### src/rtl/cpu_control_fsm_if.sv
// Control bundle between the multicycle CPU control FSM and its datapath.
// The master side is the FSM; the slave side is the datapath.
interface cpu_control_fsm_if;
    logic [5:0] OPCODE;
    logic [5:0] FUNCT;
    logic       Of;
    logic       Eq;

    logic       PC_w;
    logic       MEM_w;
    logic       IR_w;
    logic       RB_w;
    logic       AB_w;
    logic       ALU_w;
    logic       EPC_w;
    logic [2:0] ULA_c;
    logic [1:0] M_selector_Memory;
    logic [1:0] M_selector_writereg;
    logic [2:0] M_selector_WDATA;
    logic       M_selector_A;
    logic [1:0] M_selector_B;
    logic [2:0] M_selector_ALUOut;

    modport master (
        input  OPCODE, FUNCT, Of, Eq,
        output PC_w, MEM_w, IR_w, RB_w, AB_w, ALU_w, EPC_w, ULA_c,
               M_selector_Memory, M_selector_writereg, M_selector_WDATA,
               M_selector_A, M_selector_B, M_selector_ALUOut
    );

    modport slave (
        output OPCODE, FUNCT, Of, Eq,
        input  PC_w, MEM_w, IR_w, RB_w, AB_w, ALU_w, EPC_w, ULA_c,
               M_selector_Memory, M_selector_writereg, M_selector_WDATA,
               M_selector_A, M_selector_B, M_selector_ALUOut
    );
endinterface

### src/rtl/cpu_control_fsm.sv
// Moore control FSM for a multicycle MIPS-like CPU: fetch, decode, R/I-type ALU ops,
// load/store, branch, jump and overflow/illegal-opcode exception entry.
module cpu_control_fsm (
    input  logic                  clk,
    input  logic                  reset,
    cpu_control_fsm_if.master     bus
);
    localparam logic [5:0] OpR    = 6'h00;
    localparam logic [5:0] OpJ    = 6'h02;
    localparam logic [5:0] OpBeq  = 6'h04;
    localparam logic [5:0] OpBne  = 6'h05;
    localparam logic [5:0] OpAddi = 6'h08;
    localparam logic [5:0] OpLw   = 6'h23;
    localparam logic [5:0] OpSw   = 6'h2B;

    localparam logic [5:0] FnAdd  = 6'h20;
    localparam logic [5:0] FnSub  = 6'h22;
    localparam logic [5:0] FnAnd  = 6'h24;

    localparam logic [2:0] UlaAdd = 3'b001;
    localparam logic [2:0] UlaSub = 3'b010;
    localparam logic [2:0] UlaAnd = 3'b011;
    localparam logic [2:0] UlaCmp = 3'b111;

    typedef enum logic [4:0] {
        StRst, StF0, StF1, StF2, StDec, StExR, StWbR, StExI, StWbI,
        StAddr, StLw0, StLw1, StLwWb, StSw, StBranch, StJump, StExc
    } state_e;

    state_e state_q, state_d;

    logic       pc_w, mem_w, ir_w, rb_w, ab_w, alu_w, epc_w;
    logic [2:0] ula_c;
    logic [1:0] sel_mem;
    logic [1:0] sel_wreg;
    logic [2:0] sel_wdata;
    logic       sel_a;
    logic [1:0] sel_b;
    logic [2:0] sel_out;

    always_ff @(posedge clk) begin
        state_q <= state_d;
    end

    always_comb begin
        state_d   = state_q;
        pc_w      = 1'b0;
        mem_w     = 1'b0;
        ir_w      = 1'b0;
        rb_w      = 1'b0;
        ab_w      = 1'b0;
        alu_w     = 1'b0;
        epc_w     = 1'b0;
        ula_c     = 3'b000;
        sel_mem   = 2'd0;
        sel_wreg  = 2'd0;
        sel_wdata = 3'd0;
        sel_a     = 1'b0;
        sel_b     = 2'd0;
        sel_out   = 3'd0;

        case (state_q)
            StRst: begin
                rb_w      = 1'b1;
                sel_wreg  = 2'd2;
                sel_wdata = 3'd7;
                state_d   = StF0;
            end
            StF0: state_d = StF1;
            StF1: state_d = StF2;
            StF2: begin
                ir_w    = 1'b1;
                sel_b   = 2'd1;
                ula_c   = UlaAdd;
                pc_w    = 1'b1;
                state_d = StDec;
            end
            StDec: begin
                // Speculatively compute the branch target into ALUOut.
                ab_w  = 1'b1;
                sel_b = 2'd3;
                ula_c = UlaAdd;
                alu_w = 1'b1;
                case (bus.OPCODE)
                    OpR:         state_d = StExR;
                    OpAddi:      state_d = StExI;
                    OpLw, OpSw:  state_d = StAddr;
                    OpBeq, OpBne: state_d = StBranch;
                    OpJ:         state_d = StJump;
                    default:     state_d = StExc;
                endcase
            end
            StExR: begin
                sel_a = 1'b1;
                alu_w = 1'b1;
                case (bus.FUNCT)
                    FnAdd: begin
                        ula_c   = UlaAdd;
                        state_d = bus.Of ? StExc : StWbR;
                    end
                    FnSub: begin
                        ula_c   = UlaSub;
                        state_d = bus.Of ? StExc : StWbR;
                    end
                    FnAnd: begin
                        ula_c   = UlaAnd;
                        state_d = StWbR;
                    end
                    default: state_d = StExc;
                endcase
            end
            StWbR: begin
                rb_w     = 1'b1;
                sel_wreg = 2'd1;
                state_d  = StF0;
            end
            StExI: begin
                sel_a   = 1'b1;
                sel_b   = 2'd2;
                ula_c   = UlaAdd;
                alu_w   = 1'b1;
                state_d = bus.Of ? StExc : StWbI;
            end
            StWbI: begin
                rb_w    = 1'b1;
                state_d = StF0;
            end
            StAddr: begin
                sel_a   = 1'b1;
                sel_b   = 2'd2;
                ula_c   = UlaAdd;
                alu_w   = 1'b1;
                state_d = (bus.OPCODE == OpLw) ? StLw0 : StSw;
            end
            StLw0: begin
                sel_mem = 2'd1;
                state_d = StLw1;
            end
            StLw1: begin
                sel_mem = 2'd1;
                state_d = StLwWb;
            end
            StLwWb: begin
                rb_w      = 1'b1;
                sel_wdata = 3'd1;
                state_d   = StF0;
            end
            StSw: begin
                sel_mem = 2'd1;
                mem_w   = 1'b1;
                state_d = StF0;
            end
            StBranch: begin
                sel_a   = 1'b1;
                ula_c   = UlaCmp;
                sel_out = 3'd1;
                pc_w    = ((bus.OPCODE == OpBeq) && bus.Eq) ||
                          ((bus.OPCODE == OpBne) && !bus.Eq);
                state_d = StF0;
            end
            StJump: begin
                sel_out = 3'd2;
                pc_w    = 1'b1;
                state_d = StF0;
            end
            StExc: begin
                // EPC <= PC-4 undoes the fetch increment; PC jumps to the vector.
                sel_b   = 2'd1;
                ula_c   = UlaSub;
                epc_w   = 1'b1;
                sel_out = 3'd4;
                pc_w    = 1'b1;
                state_d = StF0;
            end
            default: state_d = StRst;
        endcase

        // Reset overrides any state so no half-finished instruction can write anything.
        if (!reset) begin
            state_d   = StRst;
            pc_w      = 1'b0;
            mem_w     = 1'b0;
            ir_w      = 1'b0;
            ab_w      = 1'b0;
            alu_w     = 1'b0;
            epc_w     = 1'b0;
            ula_c     = 3'b000;
            sel_mem   = 2'd0;
            sel_a     = 1'b0;
            sel_b     = 2'd0;
            sel_out   = 3'd0;
            rb_w      = 1'b1;
            sel_wreg  = 2'd2;
            sel_wdata = 3'd7;
        end
    end

    assign bus.PC_w                = pc_w;
    assign bus.MEM_w               = mem_w;
    assign bus.IR_w                = ir_w;
    assign bus.RB_w                = rb_w;
    assign bus.AB_w                = ab_w;
    assign bus.ALU_w               = alu_w;
    assign bus.EPC_w               = epc_w;
    assign bus.ULA_c               = ula_c;
    assign bus.M_selector_Memory   = sel_mem;
    assign bus.M_selector_writereg = sel_wreg;
    assign bus.M_selector_WDATA    = sel_wdata;
    assign bus.M_selector_A        = sel_a;
    assign bus.M_selector_B        = sel_b;
    assign bus.M_selector_ALUOut   = sel_out;
endmodule

### src/flat_wrapper.sv
// flat-port wrapper written by rule: the top's interface ports become plain ports
module cpu_control_fsm_flat 
  (clk, reset, bus_OPCODE, bus_FUNCT, bus_Of, bus_Eq, bus_PC_w, bus_MEM_w, bus_IR_w, bus_RB_w, bus_AB_w, bus_ALU_w, bus_EPC_w, bus_ULA_c, bus_M_selector_Memory, bus_M_selector_writereg, bus_M_selector_WDATA, bus_M_selector_A, bus_M_selector_B, bus_M_selector_ALUOut);
  cpu_control_fsm_if bus_i ();
  input  logic clk;
  input  logic reset;
  input wire logic [$bits(bus_i.OPCODE)-1:0] bus_OPCODE;
  input wire logic [$bits(bus_i.FUNCT)-1:0] bus_FUNCT;
  input wire logic [$bits(bus_i.Of)-1:0] bus_Of;
  input wire logic [$bits(bus_i.Eq)-1:0] bus_Eq;
  output wire logic [$bits(bus_i.PC_w)-1:0] bus_PC_w;
  output wire logic [$bits(bus_i.MEM_w)-1:0] bus_MEM_w;
  output wire logic [$bits(bus_i.IR_w)-1:0] bus_IR_w;
  output wire logic [$bits(bus_i.RB_w)-1:0] bus_RB_w;
  output wire logic [$bits(bus_i.AB_w)-1:0] bus_AB_w;
  output wire logic [$bits(bus_i.ALU_w)-1:0] bus_ALU_w;
  output wire logic [$bits(bus_i.EPC_w)-1:0] bus_EPC_w;
  output wire logic [$bits(bus_i.ULA_c)-1:0] bus_ULA_c;
  output wire logic [$bits(bus_i.M_selector_Memory)-1:0] bus_M_selector_Memory;
  output wire logic [$bits(bus_i.M_selector_writereg)-1:0] bus_M_selector_writereg;
  output wire logic [$bits(bus_i.M_selector_WDATA)-1:0] bus_M_selector_WDATA;
  output wire logic [$bits(bus_i.M_selector_A)-1:0] bus_M_selector_A;
  output wire logic [$bits(bus_i.M_selector_B)-1:0] bus_M_selector_B;
  output wire logic [$bits(bus_i.M_selector_ALUOut)-1:0] bus_M_selector_ALUOut;
  assign bus_i.OPCODE = bus_OPCODE;
  assign bus_i.FUNCT = bus_FUNCT;
  assign bus_i.Of = bus_Of;
  assign bus_i.Eq = bus_Eq;
  assign bus_PC_w = bus_i.PC_w;
  assign bus_MEM_w = bus_i.MEM_w;
  assign bus_IR_w = bus_i.IR_w;
  assign bus_RB_w = bus_i.RB_w;
  assign bus_AB_w = bus_i.AB_w;
  assign bus_ALU_w = bus_i.ALU_w;
  assign bus_EPC_w = bus_i.EPC_w;
  assign bus_ULA_c = bus_i.ULA_c;
  assign bus_M_selector_Memory = bus_i.M_selector_Memory;
  assign bus_M_selector_writereg = bus_i.M_selector_writereg;
  assign bus_M_selector_WDATA = bus_i.M_selector_WDATA;
  assign bus_M_selector_A = bus_i.M_selector_A;
  assign bus_M_selector_B = bus_i.M_selector_B;
  assign bus_M_selector_ALUOut = bus_i.M_selector_ALUOut;
  cpu_control_fsm u_core (.clk(clk), .reset(reset), .bus(bus_i));
endmodule
### config.mk
export PLATFORM = sky130hd
export DESIGN_NAME = cpu_control_fsm_flat
export DESIGN_NICKNAME = d
export VERILOG_FILES = /design/src/rtl/cpu_control_fsm_if.sv /design/src/rtl/cpu_control_fsm.sv /design/src/flat_wrapper.sv
export SDC_FILE = /design/constraint.sdc
export NUM_CORES = 1
export LEC_CHECK = 0
export BUFFER_PORTS_ARGS = -buffer_cell sky130_fd_sc_hd__buf_2
export CAP_MARGIN = 20
export CORE_MARGIN = 5
export CORE_UTILIZATION = 42
export DETAILED_ROUTE_END_ITERATION = 6
export PLACE_DENSITY_LB_ADDON = 0.25
export SETUP_SLACK_MARGIN = 0.02
export SLEW_MARGIN = 20
export SYNTH_ARGS = -nofsm -noshare
export SYNTH_HDL_FRONTEND = slang
export SYNTH_SLANG_ARGS = --single-unit
### constraint.sdc
create_clock -name clk -period 1.4 [get_ports clk]
set_input_delay 0.14 -clock clk [delete_from_list [all_inputs] [get_ports clk]]
set_output_delay 0.14 -clock clk [all_outputs]
set_load 0.01 [all_outputs]
* Word-level counts from Yosys, hierarchy flattened
Cells that the tools add are included.
Word-level totals: bits in registers 5, bits in latches 0, bits in writable memories 0, memory bits (read-only) 0, bits of input ports 16, output and inout port bits 23, logic and storage cells 79, memories 0
Operators by class: $add $sub $neg 0, multipliers 0, divide/modulo/power cells 0, order comparisons 0, equality and inequality tests 25, shift-type cells 0, mux-type cells 35, bitwise logic cells 0, reductions and logical operators 18
Operators by type and width (count):
- one-hot mux 5 bit (10 select lines) | 1
- equality test 5 x 4 -> 1 bit, second input constant | 8
- equality test 6 bit, second input constant | 5
- one-hot mux 5 bit (5 select lines) | 1
- equality test 5 x 3 -> 1 bit, second input constant | 4
- two-way mux 1 bit | 17
- OR reduction 4 bit | 4
- equality test 6 x 3 -> 1 bit, second input constant | 2
- two-way mux 3 bit | 4
- one-hot mux 2 bit (3 select lines) | 2
- one-hot mux 3 bit (4 select lines) | 1
- equality test 5 x 2 -> 1 bit, second input constant | 2
- two-way mux 5 bit | 2
- one-hot mux 5 bit (2 select lines) | 1
- OR reduction 2 bit | 5
- one-hot mux 3 bit (3 select lines) | 1
- OR reduction 8 bit | 1
- equality test 6 x 2 -> 1 bit, second input constant | 1
- equality test 6 x 4 -> 1 bit, second input constant | 1
- zero test 6 bit | 1
- one-hot mux 3 bit (2 select lines) | 1
- OR reduction 3 bit | 2
- equality test 5 x 1 -> 1 bit, second input constant | 1
- equality test 5 bit, second input constant | 1
- other kinds (7) | 9

* Longest topological paths before layout
depth after elaboration 5, mapped depth 6, depth with buffers taken out 4

* Worst setup path after synthesis
OpenSTA, ideal clock, no wires.
kind register to output, start point register u_core.state_q[2], end point output bus_M_selector_WDATA[2], arrival time 1.455 ns, path slack -0.195 ns, cell stages (with the launch flop) 5, buffers on the path 2, path through dfxtp_1 clkbuf_1 or4_1 o21ai_1 buf_4
Between the ends: cells in the longest elaborated chain, start to end 3, elaborated cells on any way between the ends 4, those cells by class eq/ne (1); mux (2); reduce/logical (1)
RTL lines:
- start, declared | RTL line cpu_control_fsm.sv:30 | state_e state_q, state_d;
- start signal, assigned | RTL line cpu_control_fsm.sv:42 | state_q <= state_d;
- equality test 5 x 4 -> 1 bit / zero test 5 bit (equally long branches) | RTL line cpu_control_fsm.sv:62 | case (state_q)
- one-hot mux 3 bit (2 select lines) * | RTL line cpu_control_fsm.sv:62
- two-way mux 3 bit * | RTL line cpu_control_fsm.sv:179 | if (!reset) begin
- end, declared | RTL line flat_wrapper.sv:21 | output wire logic [$bits(bus_i.M_selector_WDATA)-1:0] bus_M_selector_WDATA;
Every way passes the cells marked *; elsewhere a longest branch is shown, timed or not.

* Worst setup path after layout
start point register u_core.state_q[0], end point output bus_PC_w
Between the ends: cells in the longest elaborated chain, start to end 4, elaborated cells on any way between the ends 7, those cells by class eq/ne (4); mux (2); reduce/logical (1)
RTL lines:
- equality test 5 x 2 -> 1 bit (tied with other cells) | RTL line cpu_control_fsm.sv:62
- OR reduction 3 bit (no line)
- one-hot mux 1 bit (2 select lines) * | RTL line cpu_control_fsm.sv:62
- two-way mux 1 bit * | RTL line cpu_control_fsm.sv:179
- end, declared | RTL line flat_wrapper.sv:11 | output wire logic [$bits(bus_i.PC_w)-1:0] bus_PC_w;
Marked as above.

==> results.md <==
STA:
- The final worst slack is -0.3804 ns.
- Setup repair after global routing could not meet its margin everywhere.
- The maximum clock skew at final layout is 0.01593 ns.
- The worst path uses 127.2% of the clock period.
- The worst path in the final design needs a cycle of 1.780 ns, including I/O delays and setup.
- The number of failing hold endpoints at the final stage was 0.
- The max-slew violation count came to 0.
- Static timing analysis puts the maximum clock frequency at 0.5617 GHz.
- Setup violations remaining at the end of the flow were counted as 26.

Clock tree:
- The number of clock buffers inserted by TritonCTS is 3.
- For this design, the CTS-stage hold fixing added 0 buffers.
- After clock tree synthesis, the clock-pin slew on the worst setup and hold paths is 0.06 ns.
- The H-tree depth reported by CTS is 1.
- The root buffer selected by CTS is sky130_fd_sc_hd__clkbuf_4.
- TritonCTS built the clock tree.
- No sink is reached through more buffers than the 2 on the longest clock path.
- At the later pin of the worst-skew pair, clock insertion delay measures 0.28 ns.
- The clock net in this run drives a total of 5 sinks.

Synthesis:
- Yosys printed 0 warnings.
- The synthesized design contains 0 enable-type register cells.
- In this run the cell area of the synthesized design comes to roughly 900 µm².
- The async set-or-reset flop fraction in the synthesized netlist is 0%.
- The synthesized flop and latch total is 5.
- The cell count after synthesis is 129.
- The number of different library cells in the post-synthesis netlist is 46.
- The post-synthesis sequential area ratio is between 10% and 20%.
- In the synthesized netlist the dominant register cell turns out to be sky130_fd_sc_hd__dfxtp_1.
- The post-synthesis average cell area is 6.867 µm².
- The number of nets in the synthesized netlist is 145.

Final layout:
- 0 antenna diodes ended up in the layout.
- The sequential cell area is around 110 µm².
- Compared with the post-synthesis result, the final layout area differs by 108.8%.
- The largest registers in the layout are u_core.state_q x5.
- The cell area after layout is 0.001849 mm².
- Of the cells placed in the final design, the portion with a size suffix greater than 1 is 69.23%.
- For this run, the post-layout net count is between 200 and 250.
- The flip-flop count of the largest register after layout is 5.
- The register bank with the most flops is u_core.state_q.
- The filler cell count in the final layout is 64.
- In the final layout, the multi-input gates occupy 945.9 µm².

Worst setup path:
- The arrival time of the worst setup path is 1.64 ns.
- The highest net fanout along the worst path is 6.
- The number of buffers and inverters on the critical path is 2.
- The master of the slowest instance on the critical path is sky130_fd_sc_hd__dfxtp_4.
- The kind of start point of the critical path is a register.
- The signal on the critical path passes through buf_12 > nand4b_1 > nor2_2 > and3_1 > o31a_1 > buf_2.
- The critical path class is reg2out.
- The critical path runs through a total of 6 cells.
- Data on the critical path is required at its endpoint by 1.26 ns.
- In this design, the stage delay of the slowest critical-path cell is 0.37 ns.
- The worst-case reg-to-reg path depth is 6.
- The endpoint kind of the worst setup timing path is an output port.
- The top cell family by delay on the critical path is simple AND/OR/NAND/NOR gates.

Floorplan:
- Once the floorplan was initialized, standard cells occupied 44.70% of the core.
- The die footprint is 0.003128 mm².
- The total area inside the core boundary comes to approximately 0.0020 mm².
- The total I/O pin count is 39.
- The vertical die dimension is 55.93 µm.
- The die span in x is 55.93 µm.
- The number of placement rows is 16.

Routing:
- Dividing the detail-routed wire length by the instance count gives around 25 µm.
- For this run, design rule violations remaining after detail routing come to 0.
- The number of nets still failing antenna checks after routing is 0.
- After the first detailed-routing iteration, the DRC count stood at between 90 and 100.
- In the routed layout, each cell is associated on average with a via count of between 6 and 7.
- The vias after detailed routing is 1557.
- The number of optimization iterations in the first detailed-route pass is 5.
- The routed wire length is 5.812 mm.

Power and ir drop:
- Per report_power, the combinational group accounts for 83.3% of the total.
- The design draws 0.002678 W.
- The clock network is responsible for 7.5% of the overall power.
- In this run switching power makes up a little under half of total power.
- Across the VDD grid, the largest voltage drop is 1.143 mV.
- Internal power comes to 0.001471 W.
- Dividing total power by cell area gives a power density of 1448 mW/mm².
- In this run the static leakage power is approximately 0.82 nW.
- Summed over all nets, the switching power comes to about 0.0012 W.
- The fraction of power consumed by sequential logic is under 10%.

Global route:
- The number of global-route vias before repair is 1385.
- Global routing used 26.70% of the available tracks.
- The global-route wire length before repair is 6.727 mm.
- The total overflow reported by the global router is 0.
- The initial antenna violation count came to 0.
- Entering global routing, the biggest net connects 15 pins.

Placement:
- Once detailed placement completed, the half-perimeter wirelength came to ~2.5 mm.
- Routability-driven placement finished with a final weighted congestion of 0.8652.
- The setup slack after placement is -0.1859 ns.
- In this run the cell area measured after placement is 0.001344 mm².
- Input and output buffers added on the ports amount to 37.

Outcome:
- The flow ran to the end, but the final reports show violations.
- The final reports fail on negative setup slack.

Worst hold path:
- The worst hold path was traced through 3 stages.
- The worst min-delay path category is in2reg.

Flow run:
- The reported max-cap violation count is 0.
==> timing repair <==
item,in CTS,in global routing
gates cloned,1,0
pin swaps,8,15
hold endpoints to repair,0,0
setup buffers,7,13
resized for setup,43,36
setup endpoints to repair,25,26
==> placed cells by master, fill, tap and decap left out, types with 4 or more instances in the layout <==
cell,instances
sky130_fd_sc_hd__a21oi_1,5
sky130_fd_sc_hd__nor2_1,5
sky130_fd_sc_hd__buf_6,21
sky130_fd_sc_hd__o21ai_0,4
sky130_fd_sc_hd__buf_4,35
sky130_fd_sc_hd__a21oi_2,4
sky130_fd_sc_hd__nor3_2,4
sky130_fd_sc_hd__nand2_1,5
sky130_fd_sc_hd__buf_2,33
sky130_fd_sc_hd__nand2b_4,4
sky130_fd_sc_hd__nor4_4,4
==> per-layer routing <==
layer	up-vias	global-route usage (%)	part of all wire, %	wire [µm]
li1	641	-	-	-
met1	724	32.60	35	2026
met2	146	43.58	47	2718
met3	46	7.425	9.6	559
met4	0	11.53	8.7	508
met5	-	0	0	0
==> cell usage after synthesis (all sizes together) (2+ instances only) <==
cell type	instances	area, µm²
clkbuf	11	41.29
a21oi	9	45.04
o21ai	9	45.04
nor2	8	30.03
nand2	7	26.28
buf	6	56.30
nor3	6	30.03
nor4	6	37.54
dfxtp	5	100.1
nand2b	5	31.28
mux2	4	45.04
a211o	3	26.28
a211oi	3	22.52
and3	3	18.77
inv	3	11.26
nor2b	3	18.77
or3	3	20.02
or4b	3	30.03
xnor2	3	26.28
a31oi	2	12.51
nand3	2	10.01
nand3b	2	15.01
nor4b	2	17.52
o211ai	2	15.01
o31a	2	17.52
o31ai	2	15.01
==> power groups by stage <==
stage | clock, W | sequential, W | combinational [W]
after floorplan | 0 | 0.000198 | 0.000809
after global placement | 0 | 0.000222 | 0.00126
after detailed placement | 0 | 0.000224 | 0.00128
after CTS | 0.000185 | 0.000240 | 0.00173
after global routing | 0.000215 | 0.000247 | 0.00230
final | 0.000201 | 0.000246 | 0.00223
==> stage by stage <==
| stage | setup TNS (ns) | util, % | instances | hold slack [ns] |
|---|---|---|---|---|
| floorplan | -0.1309 | - | 129 | 0.2724 |
| global placement | -0.7869 | 67.80 | 214 | 0.4694 |
| detailed placement | -0.9696 | 67.80 | 214 | 0.4705 |
| CTS | -3.787 | 81.06 | 225 | 0.2271 |
| global route | -7.173 | 93.31 | 235 | 0.2568 |
| finish | -6.410 | 93.31 | 235 | 0.2567 |
==> tightest hold or removal path, stage by stage <==
cell and delay, ns:
sky130_fd_sc_hd__buf_2 0.18, sky130_fd_sc_hd__nand2_1 0.09, sky130_fd_sc_hd__o311ai_1 0.08
==> cell type report <==
cell class	count	area share, %
Clock buffer	4	1.421
Inverter	3	0.6089
Multi-Input combinational cell	104	51.15
Timing Repair Buffer	92	38.90
Tap cell	27	1.827
Sequential cell	5	6.089
==> worst paths after layout <==
| kind | slack, ns | endpoint | start |
|---|---|---|---|
| worst max-delay path | -0.38 | bus_PC_w | u_core.state_q[0] |
| worst min-delay path | 0.26 | u_core.state_q[0] | reset |
| worst max register to register | -0.22 | u_core.state_q[4] | u_core.state_q[1] |
| worst min register to register | 0.72 | u_core.state_q[2] | u_core.state_q[0] |
==> cell families after synthesis <==
kind of cell | Yosys count | synth area share, %
XOR/XNOR | 4 | 3.956
AO/OA/AOI/OAI | 38 | 28.95
AND/OR/NAND/NOR | 57 | 38.00
flip-flops | 5 | 11.30
buffers and inverters | 20 | 12.29
other | 1 | 0.4233
multiplexers | 4 | 5.084
Power figures use the tool's default switching activity.
